--- src/rtl/spi_arbiter.sv ---
// Two-requester round-robin arbiter in front of a single-byte SPI master core.
// The winner owns its slave select for a whole burst of 1..16 bytes.
module spi_arbiter #(
    parameter int CS_SETUP = 2,
    parameter int CS_HOLD  = 2
) (
    input  logic        clk_i,
    input  logic        rst_ni,
    input  logic [1:0]  req_i,
    input  logic [7:0]  len_i,
    output logic [1:0]  gnt_o,
    input  logic [15:0] tx_data_i,
    input  logic [1:0]  tx_valid_i,
    output logic [1:0]  tx_ready_o,
    output logic [7:0]  rx_data_o,
    output logic [1:0]  rx_valid_o,
    output logic [1:0]  done_o,
    output logic [7:0]  spi_din_o,
    output logic        spi_start_o,
    input  logic [7:0]  spi_dout_i,
    input  logic        spi_done_tick_i,
    input  logic        spi_ready_i,
    output logic [1:0]  ss_n_o
);

    localparam logic [3:0] SETUP_CNT = 4'(CS_SETUP);
    localparam logic [3:0] HOLD_CNT  = 4'(CS_HOLD);

    typedef enum logic [2:0] {IDLE, SETUP, LOAD, XFER, HOLD} state_t;

    state_t     state_reg;
    logic       sel_reg;
    logic       ptr_reg;
    logic [3:0] cnt_reg;
    logic [4:0] rem_reg;
    logic [1:0] gnt_reg;
    logic [1:0] ss_n_reg;
    logic [1:0] tx_ready_reg;
    logic [1:0] rx_valid_reg;
    logic [1:0] done_reg;
    logic       spi_start_reg;
    logic [7:0] spi_din_reg;
    logic [7:0] rx_data_reg;

    logic [4:0] len_bytes [2];
    logic [7:0] byte_arr  [2];

    // A length field of zero encodes a 16-byte burst.
    genvar gi;
    generate
        for (gi = 0; gi < 2; gi++) begin : g_req
            assign len_bytes[gi] = (len_i[4*gi +: 4] == 4'd0) ? 5'd16 : {1'b0, len_i[4*gi +: 4]};
            assign byte_arr[gi]  = tx_data_i[8*gi +: 8];
        end
    endgenerate

    logic       win;
    logic [1:0] win_oh;
    logic [1:0] sel_oh;
    logic       handshake;

    always_comb begin
        win = req_i[1];
        if (req_i == 2'b11) begin
            win = ~ptr_reg;
        end
    end

    assign win_oh    = win ? 2'b10 : 2'b01;
    assign sel_oh    = sel_reg ? 2'b10 : 2'b01;
    assign handshake = |(tx_valid_i & tx_ready_reg & sel_oh);

    always_ff @(posedge clk_i or negedge rst_ni) begin
        if (!rst_ni) begin
            state_reg     <= IDLE;
            sel_reg       <= 1'b0;
            ptr_reg       <= 1'b1;
            cnt_reg       <= '0;
            rem_reg       <= '0;
            gnt_reg       <= '0;
            ss_n_reg      <= 2'b11;
            tx_ready_reg  <= '0;
            rx_valid_reg  <= '0;
            done_reg      <= '0;
            spi_start_reg <= 1'b0;
            spi_din_reg   <= '0;
            rx_data_reg   <= '0;
        end else begin
            spi_start_reg <= 1'b0;
            rx_valid_reg  <= '0;
            done_reg      <= '0;
            case (state_reg)
                IDLE: begin
                    if (|req_i) begin
                        sel_reg   <= win;
                        rem_reg   <= len_bytes[win];
                        gnt_reg   <= win_oh;
                        ss_n_reg  <= ~win_oh;
                        cnt_reg   <= SETUP_CNT;
                        state_reg <= SETUP;
                    end
                end
                SETUP: begin
                    if (cnt_reg > 4'd1) begin
                        cnt_reg <= cnt_reg - 4'd1;
                    end else if (spi_ready_i) begin
                        tx_ready_reg <= sel_oh;
                        state_reg    <= LOAD;
                    end
                end
                LOAD: begin
                    if (handshake) begin
                        spi_din_reg   <= byte_arr[sel_reg];
                        spi_start_reg <= 1'b1;
                        tx_ready_reg  <= '0;
                        state_reg     <= XFER;
                    end else begin
                        tx_ready_reg <= spi_ready_i ? sel_oh : 2'b00;
                    end
                end
                XFER: begin
                    if (spi_done_tick_i) begin
                        rx_data_reg  <= spi_dout_i;
                        rx_valid_reg <= sel_oh;
                        rem_reg      <= rem_reg - 5'd1;
                        if (rem_reg == 5'd1) begin
                            cnt_reg   <= HOLD_CNT;
                            state_reg <= HOLD;
                        end else begin
                            tx_ready_reg <= spi_ready_i ? sel_oh : 2'b00;
                            state_reg    <= LOAD;
                        end
                    end
                end
                HOLD: begin
                    if (cnt_reg > 4'd1) begin
                        cnt_reg <= cnt_reg - 4'd1;
                    end else begin
                        // Returning through IDLE guarantees one all-deselected cycle between bursts.
                        ss_n_reg  <= 2'b11;
                        gnt_reg   <= '0;
                        done_reg  <= sel_oh;
                        ptr_reg   <= sel_reg;
                        state_reg <= IDLE;
                    end
                end
                default: state_reg <= IDLE;
            endcase
        end
    end

    assign gnt_o       = gnt_reg;
    assign ss_n_o      = ss_n_reg;
    assign tx_ready_o  = tx_ready_reg;
    assign rx_valid_o  = rx_valid_reg;
    assign done_o      = done_reg;
    assign spi_start_o = spi_start_reg;
    assign spi_din_o   = spi_din_reg;
    assign rx_data_o   = rx_data_reg;

endmodule

--- config.mk ---
export PLATFORM = sky130hd
export DESIGN_NAME = spi_arbiter
export DESIGN_NICKNAME = d
export VERILOG_FILES = /design/src/rtl/spi_arbiter.sv
export SDC_FILE = /design/constraint.sdc
export NUM_CORES = 1
export LEC_CHECK = 0
export BUFFER_PORTS_ARGS = -buffer_cell sky130_fd_sc_hd__buf_4
export CAP_MARGIN = 20
export CORE_MARGIN = 8
export CORE_UTILIZATION = 30
export CTS_CLUSTER_DIAMETER = 80
export DETAILED_ROUTE_END_ITERATION = 7
export PLACE_DENSITY_LB_ADDON = 0.15
export SYNTH_ARGS = -nofsm -noshare
export SYNTH_HDL_FRONTEND = slang
export SYNTH_SLANG_ARGS = --single-unit
--- constraint.sdc ---
create_clock -name clk_i -period 3 [get_ports clk_i]
set_input_delay 0.45 -clock clk_i [delete_from_list [all_inputs] [get_ports clk_i]]
set_output_delay 0.45 -clock clk_i [all_outputs]
set_load 0.01 [all_outputs]
==> impl_metrics.py, run 1 <==
metrics = {
    "clock_network": {
        "ctsHoldBuffers": 0,
        "cts_buffers": 5,
        "root_buffer": "clkbuf_8",
        "clkTransAtPathRegs_ns": 0.08,
        "clock-sinks": 41,
        "clk_latency_ns": 0.29,
        "cts_tree": "done",
        "cts_max_level": 2,
        "cts_setup_buffers": 0,
        "ctsResizeCount": 0,
        "clock_tree.buffer_depth": 2,
    },
    "final_layout": {
        "final_cell_mix": "buf_4 (67), dfrtp_1 (38), nor2_1 (21), nand2_1 (16), mux2_2 (13)",
        "n_antenna_cell": 0,
        "fin_area_sq_um": 2840,
        "finalNetCount": 311,
        "layout_commonest_cell": "buf_4",
        "drive_gt1_share_pct": 37.7,
        "syn_to_final_growth_pct": 31.7,
    },
    "setup_path": {
        "r2r.worst_path.cells": 3,
        "crit_arrival_ns": 2.32,
        "r2r-start": "sel_reg",
        "reg2reg_to": "spi_din_o[3]",
        "worstSetupPathType": "flip-flop to flip-flop",
        "cp_data_required_time_ns": 3.14,
        "end_kind": "flip-flop",
        "rrSetupSlack_ns": 0.82,
        "start_kind": "flip-flop",
        "cp_max_fo": 17,
    },
    "floorplan": {
        "die_h_um": 101,
        "dieArea_sq_um": 10100,
        "start_util_pct": 30.3,
        "fp.dieW_um": 101,
        "rows": 31,
        "pin_count": 67,
        "core_sq_um": 7100,
    },
    "timing": {
        "drv_slew": 0,
        "max_freq_mhz": 459,
        "min_period_ns": 2.18,
        "fin_crit_sh_pct": 72.6,
        "fin_tns_setup_ns": 0,
        "rsz0062_at_grt": "no",
        "finalSetupViolCount": 0,
        "worstMarginPinSlew_ns": 0.877,
        "hold_viol": 0,
        "fin_skew_ns": 0.00855,
        "slew-limit-headroom_pct": 41.6,
    },
    "placed_design": {
        "gp_congestion": 0.771,
        "place_area_sq_um": 2720,
        "dp_hpwl_um": 4050,
        "portBuffers": 66,
    },
    "logic_synthesis": {
        "async_flop_share_pct": 100,
        "syn_nets": 246,
        "ys.flop_type": "dfrtp_1",
        "synth_edf_count": 0,
        "yosysSeqAreaShare_pct": 47.8,
        "synthCells": 202,
        "synth.area.top_cells": "dfrtp_1 (44%), mux2_2 (6.8%), mux2i_1 (5.1%)",
        "yosysWarnings": 0,
        "synth_top_area_share_pct": 44.2,
        "synth_cell_types": 51,
        "synth_seq_cells": 41,
        "synth.cell_area_sq_um": 2150,
        "synth_top_area_cell": "dfrtp_1",
        "synth_area_per_cell_sq_um": 10.7,
    },
    "routing": {
        "wirelength_um": 5380,
        "drt_iter0_markers": 83,
        "dr.pass1.iters": 4,
        "wl_per_cell_um": 14.7,
        "route.vias.total": 1716,
        "drc": 0,
        "antenna_left": 0,
        "vias_per_cell": 4.68,
    },
    "worst_hold_path": {
        "hold_class": "input pin to asynchronous set/reset pin",
    },
    "pwr": {
        "power.leakage_nw": 1.32,
        "power.density_nw_per_um2": 958,
        "power_mw": 2.72,
        "ir_worst_vdd_mv": 0.337,
    },
    "outcome": {
        "status": "complete, no violations",
    },
    "grt": {
        "grt_pass1_wl_um": 8880,
        "grt_use_total_pct": 11.0,
        "grt_pass1_vias": 1781,
        "grt.overflow.total": 0,
        "antenna_found_initial": 0,
        "grt_max_degree": 42,
    },
    "flow_run": {
        "maxCapViolCount": 0,
    },
}
## layout make-up
class	count	area (sq um)
Clock buffer	6	72.6
Clock inverter	2	38.8
Fill cell	723	4260
Inverter	8	30.0
Multi-Input combinational cell	144	1040
Sequential cell	41	1030
Tap cell	99	124
Timing Repair Buffer	67	503
## critical path, stage by stage (launching register included)
cell       delay (ns)
dfrtp_1          0.77
nand3_1          0.26
a2111oi_4        0.84
a21oi_1          0.15
## where the power goes
part / total [mW] / internal [mW] / switching (mW) / leakage (nW)
clock: 0.443 / 0.250 / 0.193 / 0.0554
sequential: 1.06 / 0.802 / 0.257 / 0.489
combinational: 1.21 / 0.630 / 0.583 / 0.777
total: 2.72 / 1.68 / 1.03 / 1.32
## how the worst max path moves through the flow
| stage | end | depth (start not counted) | slack [ns] | start |
|---|---|---|---|---|
| after global routing | spi_din_o[1] | 4 | 0.54 | sel_reg |
| after CTS | spi_din_o[3] | 4 | 0.76 | sel_reg |
| after global placement | spi_din_o[2] | 3 | 0.84 | sel_reg |
| final | spi_din_o[3] | 3 | 0.82 | sel_reg |
| after detailed placement | spi_din_o[5] | 3 | 0.77 | sel_reg |
| after floorplan | cnt_reg[2] | 6 | 1.20 | cnt_reg[0] |
## cell usage after synthesis (2+ instances only)
cell / count
a22oi_1: 4
ha_1: 4
mux2_2: 13
o21ai_0: 9
and3b_1: 2
dfrtp_1: 38
nand2_1: 16
buf_2: 5
nand3_1: 4
nor2_1: 21
a22o_1: 2
nor4_1: 3
a31oi_1: 2
mux2i_1: 11
a21oi_1: 11
dfstp_2: 3
inv_1: 8
buf_6: 2
nor3_1: 3
o2bb2ai_1: 2
and2_1: 2
or2_2: 2
mux2_1: 2
clkbuf_1: 2
a32o_1: 2
o211ai_1: 3
nor2b_1: 2
## logic make-up (layout without fill, tap and decap cells)
group	after synthesis	in the layout	synth area share, %
mux	26	26	13.0
compound gates	46	46	15.8
simple gates	66	66	16.3
buf+inv	17	83	3.95
flops	41	41	47.8
fa+ha+maj	4	4	2.33
xor+xnor	2	2	0.814
## per-layer routing
| metal | GRT usage [%] | share of wire, % | wire (um) | vias to the layer above |
|---|---|---|---|---|
| li1 | - | - | - | 861 |
| met1 | 13.7 | 44 | 2370 | 812 |
| met2 | 17.2 | 49 | 2620 | 38 |
| met3 | 4.28 | 6.1 | 326 | 5 |
| met4 | 3.49 | 1.1 | 61 | 0 |
| met5 | 0 | 0 | 0 | - |
## through the flow
step	util, %	instances	hold slack, ns	setup WS, ns
floorplan	-	202	0.154	1.20
global placement	38.4	359	0.477	0.840
detailed placement	38.4	359	0.481	0.766
CTS	39.9	367	0.149	0.759
global route	39.9	367	0.160	0.539
finish	39.9	367	0.127	0.821
Power figures use the tool's default switching activity.
==> run 2, diff against run 1 <==
==> constraint.sdc (replaced) <==
create_clock -name clk_i -period 1.84 [get_ports clk_i]
set_input_delay 0.276 -clock clk_i [delete_from_list [all_inputs] [get_ports clk_i]]
set_output_delay 0.276 -clock clk_i [all_outputs]
set_load 0.01 [all_outputs]
==> impl_metrics.py, run 2 (synthesis results as in run 1) <==
metrics = {
    "timing": {
        "finalSetupViolCount": 0,
        "drv_slew": 0,
        "whs_ns": 0.206,
        "min_period_ns": 1.75,
        "rsz0062_at_grt": "no",
        "max_freq_mhz": 571,
        "slew-limit-headroom_pct": 64.9,
        "fin_crit_sh_pct": 95.2,
        "hold_viol": 0,
        "fin_skew_ns": 0.00984,
        "worstMarginPinSlew_ns": 0.526,
    },
    "clock_network": {
        "cts_buffers": 5,
        "clk_latency_ns": 0.30,
        "root_buffer": "clkbuf_8",
        "clock_tree.buffer_depth": 2,
        "clock-sinks": 41,
        "cts_max_level": 2,
        "cts_tree": "done",
        "clkTransAtPathRegs_ns": 0.09,
    },
    "routing": {
        "drt_iter0_markers": 82,
        "wirelength_um": 5620,
        "vias_per_cell": 4.66,
        "wl_per_cell_um": 14.7,
        "dr.pass1.iters": 4,
        "route.vias.total": 1786,
        "drc": 0,
        "antenna_left": 0,
    },
    "setup_path": {
        "slowest_stage": "or4b_4",
        "end_kind": "flip-flop",
        "start_kind": "flip-flop",
        "cp_max_fo": 4,
        "crit_arrival_ns": 1.93,
        "max_stage_delay_ns": 0.50,
        "path_cells": "inv_2 -> ha_1 -> or4b_4 -> nor2_4 -> a311oi_2 -> a221o_1",
        "cp_data_required_time_ns": 2.02,
        "worstSetupPathType": "flip-flop to flip-flop",
    },
    "grt": {
        "grt_max_degree": 42,
        "grt.overflow.total": 0,
        "grt_pass1_wl_um": 9390,
        "grt_use_total_pct": 11.6,
        "grt_pass1_vias": 1924,
        "antenna_found_initial": 0,
    },
    "floorplan": {
        "core_sq_um": 7100,
        "fp.dieW_um": 101,
        "pin_count": 67,
        "rows": 31,
        "start_util_pct": 30.3,
        "dieArea_sq_um": 10100,
        "die_h_um": 101,
    },
    "flow_run": {
        "maxCapViolCount": 0,
    },
    "final_layout": {
        "finalNetCount": 327,
        "final_cell_mix": "buf_4 (82), dfrtp_1 (38), nor2_1 (21), nand2_1 (15), mux2_2 (13)",
        "n_antenna_cell": 0,
        "drive_gt1_share_pct": 42.3,
        "syn_to_final_growth_pct": 38.5,
        "layout_commonest_cell": "buf_4",
    },
    "pwr": {
        "power.leakage_nw": 1.40,
        "ir_worst_vdd_mv": 0.515,
        "power_mw": 4.70,
        "power.density_nw_per_um2": 1580,
    },
    "placed_design": {
        "dp_hpwl_um": 4340,
        "portBuffers": 66,
        "gp_congestion": 0.856,
    },
    "worst_hold_path": {
        "hold_class": "input pin to flip-flop",
    },
    "outcome": {
        "status": "complete, no violations",
    },
}
==> run 2: through the flow <==
stage	cells	TNS [ns]	util [%]	area, sq um	setup WS [ns]
after floorplan	202	0	-	2150	0.0363
after global placement	372	-0.0138	39.7	2820	-0.0138
after detailed placement	372	-0.0638	39.7	2820	-0.0638
after CTS	382	0	41.7	2960	0.0238
after global routing	383	0	42.0	2980	0.00969
final	383	0	42.0	2980	0.0888
==> run 2: final cells by class <==
class                           count  area (sq um)
Multi-Input combinational cell    144          1060
Clock buffer                        6          72.6
Inverter                            8          30.0
Tap cell                           99           124
Fill cell                         697          4120
Clock inverter                      2          38.8
Sequential cell                    41          1030
Timing Repair Buffer               83           626
==> run 2: path summary, 6_finish.rpt <==
check	cells past startpoint	startpoint	to	slack (ns)
worst min register to register	1	rx_data_o[1]	rx_data_o[1]	0.51
worst min-delay path	2	spi_dout_i[2]	rx_data_o[2]	0.21
max in group asynchronous	2	rst_ni	ptr_reg	0.97
min in group asynchronous	2	rst_ni	spi_din_o[6]	0.49
worst max register to register	6	rem_reg[1]	cnt_reg[2]	0.09
worst max-delay path	6	rem_reg[1]	cnt_reg[2]	0.09
==> run 2: layer usage <==
metal / global-route usage (%) / up-vias / part of all wire (%)
li1: - / 889 / -
met1: 13.6 / 852 / 43
met2: 19.2 / 37 / 51
met3: 4.01 / 8 / 5.0
met4: 4.19 / 0 / 1.6
met5: 0 / - / 0
==> run 2: report_power, final <==
group / switching, mW / internal, mW
Clock: 0.326 / 0.408
Combinational: 1.14 / 1.21
Sequential: 0.305 / 1.31
Total: 1.77 / 2.93
==> run 2: what timing repair did <==
action                                  CTS  global route
buffers inserted                          1             1
gates resized for setup                   1             5
hold endpoints to repair                 38             0
hold buffers                              1             0
pin swaps                                 1             2
endpoints found under the setup margin    2             6
==> run 2: critical path: cells and delay by family (launching register included) <==
family / cells / cell delay (ns)
fa+ha+maj: 1 / 0.12
simple gates: 2 / 0.62
flops: 1 / 0.39
buf+inv: 1 / 0.07
compound gates: 2 / 0.45
